==> src/rtl/systolic_skew_feeder.sv <==
// Skewed operand feeder for one edge of a systolic MAC array.
// Lane i delays each accepted beat by i+1 cycles and marks tile boundaries with en/clr strobes.
module systolic_skew_feeder #(
    parameter int N_LANES = 4,
    parameter int IP_size = 8,
    parameter int K_LEN   = 16
) (
    input  logic                         clk,
    input  logic                         rst,
    input  logic                         in_valid,
    output logic                         in_ready,
    input  logic [N_LANES*IP_size-1:0]   in_data,
    output logic [N_LANES*IP_size-1:0]   out_x,
    output logic [N_LANES-1:0]           out_en,
    output logic [N_LANES-1:0]           out_clr,
    output logic                         tile_done,
    output logic                         busy
);

    localparam int KW = (K_LEN > 1) ? $clog2(K_LEN) : 1;
    localparam int CW = (N_LANES > 1) ? $clog2(N_LANES) : 1;

    localparam logic [1:0] ST_IDLE   = 2'd0;
    localparam logic [1:0] ST_STREAM = 2'd1;
    localparam logic [1:0] ST_DRAIN  = 2'd2;

    logic [1:0]         state_q, state_d;
    logic [KW-1:0]      k_q, k_d;
    logic [CW-1:0]      cnt_q, cnt_d;
    logic               accept;
    logic               beat_first;
    logic               beat_last;
    logic [N_LANES-1:0] lane_busy;
    logic [N_LANES-1:0] last_q;

    always_comb begin
        in_ready   = !rst && (state_q != ST_DRAIN);
        accept     = in_valid && in_ready;
        beat_first = (state_q == ST_IDLE);
        if (state_q == ST_IDLE) begin
            beat_last = (K_LEN == 1);
        end else begin
            beat_last = (k_q == KW'(K_LEN - 1));
        end
    end

    always_comb begin
        state_d = state_q;
        k_d     = k_q;
        cnt_d   = cnt_q;
        case (state_q)
            ST_IDLE: begin
                if (accept) begin
                    if (K_LEN == 1) begin
                        state_d = ST_DRAIN;
                        cnt_d   = CW'(N_LANES - 1);
                    end else begin
                        state_d = ST_STREAM;
                        k_d     = KW'(1);
                    end
                end
            end
            ST_STREAM: begin
                if (accept) begin
                    if (beat_last) begin
                        state_d = ST_DRAIN;
                        cnt_d   = CW'(N_LANES - 1);
                        k_d     = '0;
                    end else begin
                        k_d = k_q + KW'(1);
                    end
                end
            end
            ST_DRAIN: begin
                // Hold off the next tile until its lane N-1 clr cannot overtake this tile.
                if (cnt_q == '0) begin
                    state_d = ST_IDLE;
                end else begin
                    cnt_d = cnt_q - CW'(1);
                end
            end
            default: begin
                state_d = ST_IDLE;
            end
        endcase
    end

    always_ff @(posedge clk) begin
        if (rst) begin
            state_q <= ST_IDLE;
            k_q     <= '0;
            cnt_q   <= '0;
        end else begin
            state_q <= state_d;
            k_q     <= k_d;
            cnt_q   <= cnt_d;
        end
    end

    for (genvar i = 0; i < N_LANES; i++) begin : g_lane
        logic [IP_size-1:0] x_q [i+1];
        logic [i:0]         en_q;
        logic [i:0]         clr_q;

        always_ff @(posedge clk) begin
            if (rst) begin
                for (int j = 0; j <= i; j++) begin
                    x_q[j] <= '0;
                end
                en_q  <= '0;
                clr_q <= '0;
            end else begin
                x_q[0]   <= accept ? in_data[i*IP_size +: IP_size] : '0;
                en_q[0]  <= accept;
                clr_q[0] <= accept && beat_first;
                for (int j = 1; j <= i; j++) begin
                    x_q[j]   <= x_q[j-1];
                    en_q[j]  <= en_q[j-1];
                    clr_q[j] <= clr_q[j-1];
                end
            end
        end

        assign out_x[i*IP_size +: IP_size] = x_q[i];
        assign out_en[i]                   = en_q[i];
        assign out_clr[i]                  = clr_q[i];
        assign lane_busy[i]                = |en_q;
    end

    // The last flag only matters on the final lane, so it gets its own N-deep delay line.
    always_ff @(posedge clk) begin
        if (rst) begin
            last_q <= '0;
        end else begin
            last_q[0] <= accept && beat_last;
            for (int j = 1; j < N_LANES; j++) begin
                last_q[j] <= last_q[j-1];
            end
        end
    end

    always_comb begin
        tile_done = out_en[N_LANES-1] && last_q[N_LANES-1];
        busy      = (state_q != ST_IDLE) || (|lane_busy);
    end

endmodule

==> config.mk <==
export PLATFORM = sky130hd
export DESIGN_NAME = systolic_skew_feeder
export DESIGN_NICKNAME = d
export VERILOG_FILES = /design/src/rtl/systolic_skew_feeder.sv
export SDC_FILE = /design/constraint.sdc
export NUM_CORES = 1
export LEC_CHECK = 0
export ABC_AREA = 1
export CAP_MARGIN = 30
export CORE_MARGIN = 2
export CORE_UTILIZATION = 48
export CTS_CLUSTER_DIAMETER = 50
export CTS_CLUSTER_SIZE = 16
export DETAILED_ROUTE_END_ITERATION = 12
export GPL_TIMING_DRIVEN = 0
export PLACE_DENSITY = 0.87
export SLEW_MARGIN = 20
export SYNTH_ARGS = -nofsm -noshare
export SYNTH_HDL_FRONTEND = slang
export SYNTH_SLANG_ARGS = --single-unit
==> constraint.sdc <==
create_clock -name clk -period 1.2 [get_ports clk]
set_input_delay 0.12 -clock clk [delete_from_list [all_inputs] [get_ports clk]]
set_output_delay 0.12 -clock clk [all_outputs]
set_load 0.03 [all_outputs]
* Word-level counts from Yosys, hierarchy flattened
Memories as Yosys holds them, arrays and structs flattened.
Cells that the tools add are included.
** Storage, ports and cells
- Memories kept :: 4
- Input bits :: 35
- Output and inout bits :: 43
- Register bits after elaboration :: 32
- Logic and storage cells :: 85
- Bits in writable memories :: 80
** Memories
- g_lane[3].x_q :: words 4, width 8, rd ports 4, clocked after memory_dff 0, wr ports 4, line 101 : logic [IP_size-1:0] x_q [i+1];
- g_lane[2].x_q :: words 3, width 8, rd ports 3, clocked after memory_dff 0, wr ports 3, line 101
- g_lane[1].x_q :: words 2, width 8, rd ports 2, clocked after memory_dff 0, wr ports 2, line 101
- g_lane[0].x_q :: words 1, width 8, rd ports 1, clocked after memory_dff 0, wr ports 1, line 101
** Operators by class
- Add/subtract/negate cells :: 2
- Reduce and logical (&&, ||, !) cells :: 17
- Eq/ne operators :: 9
- Bitwise gates (word level) :: 9
- Multiplexer cells :: 32
** Operators by type and width (number)
- 8-bit two-way mux :: 14
- 2-bit two-way mux :: 7
- 4-bit two-way mux :: 3
- 2-bit != test (second input constant) :: 6
- 10-bit OR reduction :: 1
- 1-bit OR :: 9
- 4-bit one-hot mux with 2 select lines :: 1
- 4-bit AND reduction :: 2
- 8-bit OR reduction :: 1
- 2-bit one-hot mux with 3 select lines :: 1
- 2-bit nonzero test :: 3
- 1-bit logical AND :: 5
- 1-bit two-way mux :: 5
- 4-bit by 1-bit adder with 4-bit output (second input constant) :: 1
- 4-bit == test (second input constant) :: 1
- 2-bit logical NOT :: 2
- 2-bit one-hot mux with 2 select lines :: 1
- 3-bit AND reduction :: 1
- 2-bit by 1-bit == test with 1-bit output (second input constant) :: 1
- 2-bit == test (second input constant) :: 1
- 2-bit by 1-bit subtractor with 2-bit output (second input constant) :: 1
- 1-bit logical NOT :: 1
- 1-bit logical OR :: 1

* Longest topological paths before layout
Gate-level depths: netlist of the first run.
- Depth in word-level cells :: 5
- Depth in mapped cells :: 7
- Gate-level depth less buffers :: 7

* Worst setup path after synthesis of the first run
No wires, ideal clock.
- Kind :: reg-to-output
- From :: register state_q[1]
- To :: output in_ready
- Path buffers :: 0
- Data arrival time :: 0.960 ns
- Data required time :: 1.080 ns
- Slack :: 0.120 ns
- Cell stages (with the launch flop) :: 4
- Cell sequence :: dfxtp_1 -> nand2_4 -> clkinv_2 -> nor2_1
** Between the ends
- Word-level cells in the longest chain between the ends :: 2
** Ends and longest elaborated chain
- start: declaration :: line 27 : logic [1:0] state_q, state_d;
- start signal: assignment :: line 94 : state_q <= state_d;
- 2-bit != test :: line 37 : in_ready = !rst && (state_q != ST_DRAIN);
- 1-bit logical AND :: line 37
- end: declaration :: line 11 : output logic in_ready,
Every way passes these cells.

* Worst setup path after layout of the first run
- From :: register state_q[0]
- To :: output in_ready
The elaborated chain is that of the path after synthesis.

==> impl_metrics.py, run 1 <==
metrics = {
    "status": {
        "outcome": "finished with violations",
        "violations": "negative setup slack",
    },
    "synth": {
        "synthesis.instances": 367,
        "synth_nets": 404,
        "synth-seq-cells": 100,
        "synth_sequential_area_ratio_pct": 63.1,
        "cell_accounting_for_the_most_synthesized_area": "sky130_fd_sc_hd__dfxtp_1",
        "yosys.area.top_type_share_pct": 63.1,
        "ys_top_cells_by_area": "sky130_fd_sc_hd__dfxtp_1 63%, sky130_fd_sc_hd__inv_1 12%, sky130_fd_sc_hd__nor2_1 12%",
        "synth_cell_types": 21,
        "post_synth.cell_area_avg_um2": 8.64,
        "syn-cell-area_um2": 3170,
        "ys_warn_count": 0,
    },
    "clocking": {
        "root_cell_of_the_clock_tree": "sky130_fd_sc_hd__clkbuf_8",
        "numClockSinks": 100,
        "max-clock-path-buffers": 2,
        "clk_latency_worst_skew_pair_ns": 0.35,
        "h-tree-depth": 3,
        "cts_tree": "yes",
        "postCtsHoldBufs": 0,
        "cts_buffers": 9,
        "path_clk_slew_ns": 0.09,
    },
    "routing": {
        "routed_wirelength_um": 5860,
        "drt-pass1-iter-count": 4,
        "detail_route.drc_violations": 0,
        "drt-initial-drc-count": 77,
        "routed_wire_length_per_instance_um": 10.8,
        "vias": 2277,
        "vias_per_cell": 4.20,
        "detail-route-antenna-nets": 0,
    },
    "sta": {
        "setup_viol_count_final": 3,
        "actual_slew_at_the_worst_max_slew_pin_ns": 0.514,
        "max_freq_mhz": 781,
        "timing.final.crit_share_pct": 107,
        "rsz0062_at_grt": "yes",
        "hold_viol_final": 0,
        "final_max_slew_viol_count": 0,
        "timing.clock.skew_ns": 0.00718,
        "timing.final.ws_setup_ns": -0.0808,
        "period_minus_slack_ns": 1.28,
        "max_slew_margin_pct": 65.7,
    },
    "finish": {
        "number_of_inserted_filler_cells_in_the_final_layout": 519,
        "n_antenna_cell": 0,
        "drive_above_1_share_pct": 20.4,
        "area_delta_synth_final_pct": 32.5,
        "nets": 498,
    },
    "critical_path": {
        "cp_slowest_cell": "sky130_fd_sc_hd__dfxtp_2",
        "critical-path-top-delay-family": "flip-flops",
        "start_kind": "register",
        "end_kind": "output pin",
        "required_time_at_the_endpoint_of_the_critical_path_ns": 1.08,
        "critical_path.n_buffers_inverters": 3,
        "worst_path_largest_cell_delay_ns": 0.36,
        "cp_data_arrival_time_ns": 1.16,
        "path_cells": "inv_4 -> nand2_4 -> clkinv_4 -> nor2_4 -> buf_6",
        "worst-setup-path-type": "reg2out",
        "path_max_fanout": 4,
    },
    "placed_design": {
        "dp.final_hpwl_um": 4020,
        "dpl_worst_slack_ns": -0.335,
        "place.gp.congestion": 0.805,
        "io_buffers": 76,
    },
    "grt": {
        "grt_busiest_layer": "met2",
        "grt_util_met1_pct": 16.6,
        "grt_antenna_before_repair": 0,
        "grt_use_met3_pct": 5.93,
        "grt_first_pass_wirelength_um": 9110,
        "grt_use_met2_pct": 29.5,
        "grtUsageTotal_pct": 16.4,
        "residual_overflow_from_global_routing": 0,
        "first_global_vias": 2158,
        "grt_start_max_net_pins": 17,
    },
    "floorplanning": {
        "floorplan.die.height_um": 85.3,
        "die_area_um2": 7270,
        "fp.coreArea_um2": 6390,
        "placementRows": 29,
        "top_level_ports": 78,
        "die_w_um": 85.3,
        "start_util_pct": 49.6,
    },
    "pwr": {
        "fin_total_pwr_w": 0.00583,
        "cellPowerDensity_nw_per_um2": 1390,
        "power.leakage_nw": 2.01,
        "ir_worst_vdd_mv": 0.871,
    },
    "hold_path": {
        "hold_path_class": "in2reg",
    },
    "flow_run": {
        "timing.max_cap.violations": 0,
    },
}
metal layers:
| layer | up-vias | routed length (um) |
|---|---|---|
| met2 | 60 | 3050 |
| met3 | 10 | 329 |
| met1 | 1005 | 2370 |
| met5 | - | 0 |
| met4 | 0 | 102 |
| li1 | 1202 | - |
Yosys cell counts:
cell type,count
sky130_fd_sc_hd__o21ai_0,4
sky130_fd_sc_hd__nand3_4,1
sky130_fd_sc_hd__inv_1,100
sky130_fd_sc_hd__inv_2,2
sky130_fd_sc_hd__buf_4,21
sky130_fd_sc_hd__o21bai_1,1
sky130_fd_sc_hd__nand4_1,4
sky130_fd_sc_hd__nor2_2,1
sky130_fd_sc_hd__clkinv_2,1
sky130_fd_sc_hd__nand2_4,1
sky130_fd_sc_hd__nor3_1,1
sky130_fd_sc_hd__nand3_1,5
sky130_fd_sc_hd__nor2_4,1
sky130_fd_sc_hd__ha_1,2
sky130_fd_sc_hd__o21ai_2,1
sky130_fd_sc_hd__dfxtp_1,100
sky130_fd_sc_hd__a21oi_1,4
sky130_fd_sc_hd__nor2_1,98
sky130_fd_sc_hd__nand2_1,12
sky130_fd_sc_hd__clkbuf_1,6
sky130_fd_sc_hd__buf_2,1
area by class of cell:
type / count / area [um2] / area share [%]
clock buffer: 10 / 138 / 3.28
inverter: 103 / 394 / 9.38
timing repair buffer: 82 / 688 / 16.4
buffer: 28 / 185 / 4.41
multi-input combinational: 137 / 652 / 15.5
sequential: 100 / 2010 / 47.8
clock inverter: 5 / 38.8 / 0.923
tap: 77 / 96.3 / 2.29
where the power goes:
| group | internal, W | switching [W] | leakage, nW |
|---|---|---|---|
| clock network | 0.000806 | 0.00108 | 0.0883 |
| logic | 0.000224 | 0.000278 | 1.10 |
| registers | 0.00341 | 0.0000310 | 0.817 |
cells in the final DEF (no fill, tap or decap), drive strengths merged:
master / synthesis / routed
dfxtp: 100 / 100
nor2: 100 / 100
buf: 22 / 49
a21oi: 4 / 4
nand2: 13 / 13
ha: 2 / 2
inv: 102 / 102
clkbuf: 6 / 21
nand4: 4 / 4
o21ai: 5 / 5
dlygate4sd2: 0 / 1
clkinv: 1 / 5
clkdlybuf4s50: 0 / 33
clkdlybuf4s15: 0 / 16
nor3: 1 / 1
o21bai: 1 / 1
nand3: 6 / 7
clkinvlp: 0 / 1
kinds of logic (layout without fill, tap and decap cells):
logic type / count (synthesis) / in the layout / share of synthesized area (%)
flip-flops: 100 / 100 / 63.1
AND/OR/NAND/NOR: 124 / 125 / 16.2
buffers and inverters: 131 / 228 / 18.1
adder cells (fa/ha/maj): 2 / 2 / 0.789
AO/OA/AOI/OAI: 10 / 10 / 1.78
repair_timing:
| action | in CTS | in global routing |
|---|---|---|
| resized for setup | 117 | 63 |
| endpoints found under the setup margin | 47 | 42 |
| gates cloned | 0 | 1 |
| setup buffers | 1 | 5 |
| pin swaps | 0 | 3 |
worst register-to-register path, stage by stage, from the launching register on:
cell,delay (ns)
sky130_fd_sc_hd__dfxtp_2,0.36
sky130_fd_sc_hd__inv_4,0.05
sky130_fd_sc_hd__nand2_4,0.10
sky130_fd_sc_hd__buf_6,0.12
sky130_fd_sc_hd__nand3_4,0.11
sky130_fd_sc_hd__nor2_4,0.20
sky130_fd_sc_hd__nand3_2,0.07
sky130_fd_sc_hd__nand2_1,0.07
sky130_fd_sc_hd__nor2_1,0.04
final timing paths:
path | from | slack (ns) | to | depth (start not counted)
max reg2reg | state_q[0]$_SDFFE_PP0P_ | -0.02 | k_q[3]$_SDFFE_PP0P_ | 8
min | rst | 0.15 | k_q[2]$_SDFFE_PP0P_ | 4
min reg2reg | g_lane[3].x_q[0][0]$_SDFF_PP0_ | 0.40 | g_lane[3].x_q[1][0]$_SDFF_PP0_ | 2
max | state_q[0]$_SDFFE_PP0P_ | -0.08 | in_ready | 5
flip-flops by register name, indices dropped and copies added (netlist names):
register	count
cnt_q	2
g_lane.clr_q	4
g_lane.en_q	4
g_lane.x_q	80
k_q	4
last_q	4
state_q	2
per-stage QoR:
stage	util [%]	hold WS, ns	area (um2)	setup TNS [ns]	std cells
detailed placement	63.1	0.392	4030	-2.33	520
global route	65.8	0.163	4200	-0.466	542
CTS	66.0	0.126	4210	-0.293	536
floorplan	-	0.232	3170	0	367
finish	65.8	0.152	4200	-0.173	542
global placement	63.1	0.388	4030	-1.24	520
No activity file was read; power rests on OpenSTA's default activity.
==> run 2: changes to the inputs <==
CAP_MARGIN = 20   (was 30)
==> results of run 2 <==
Same layout as run 1: the final DEF is identical, and so are final timing and power.
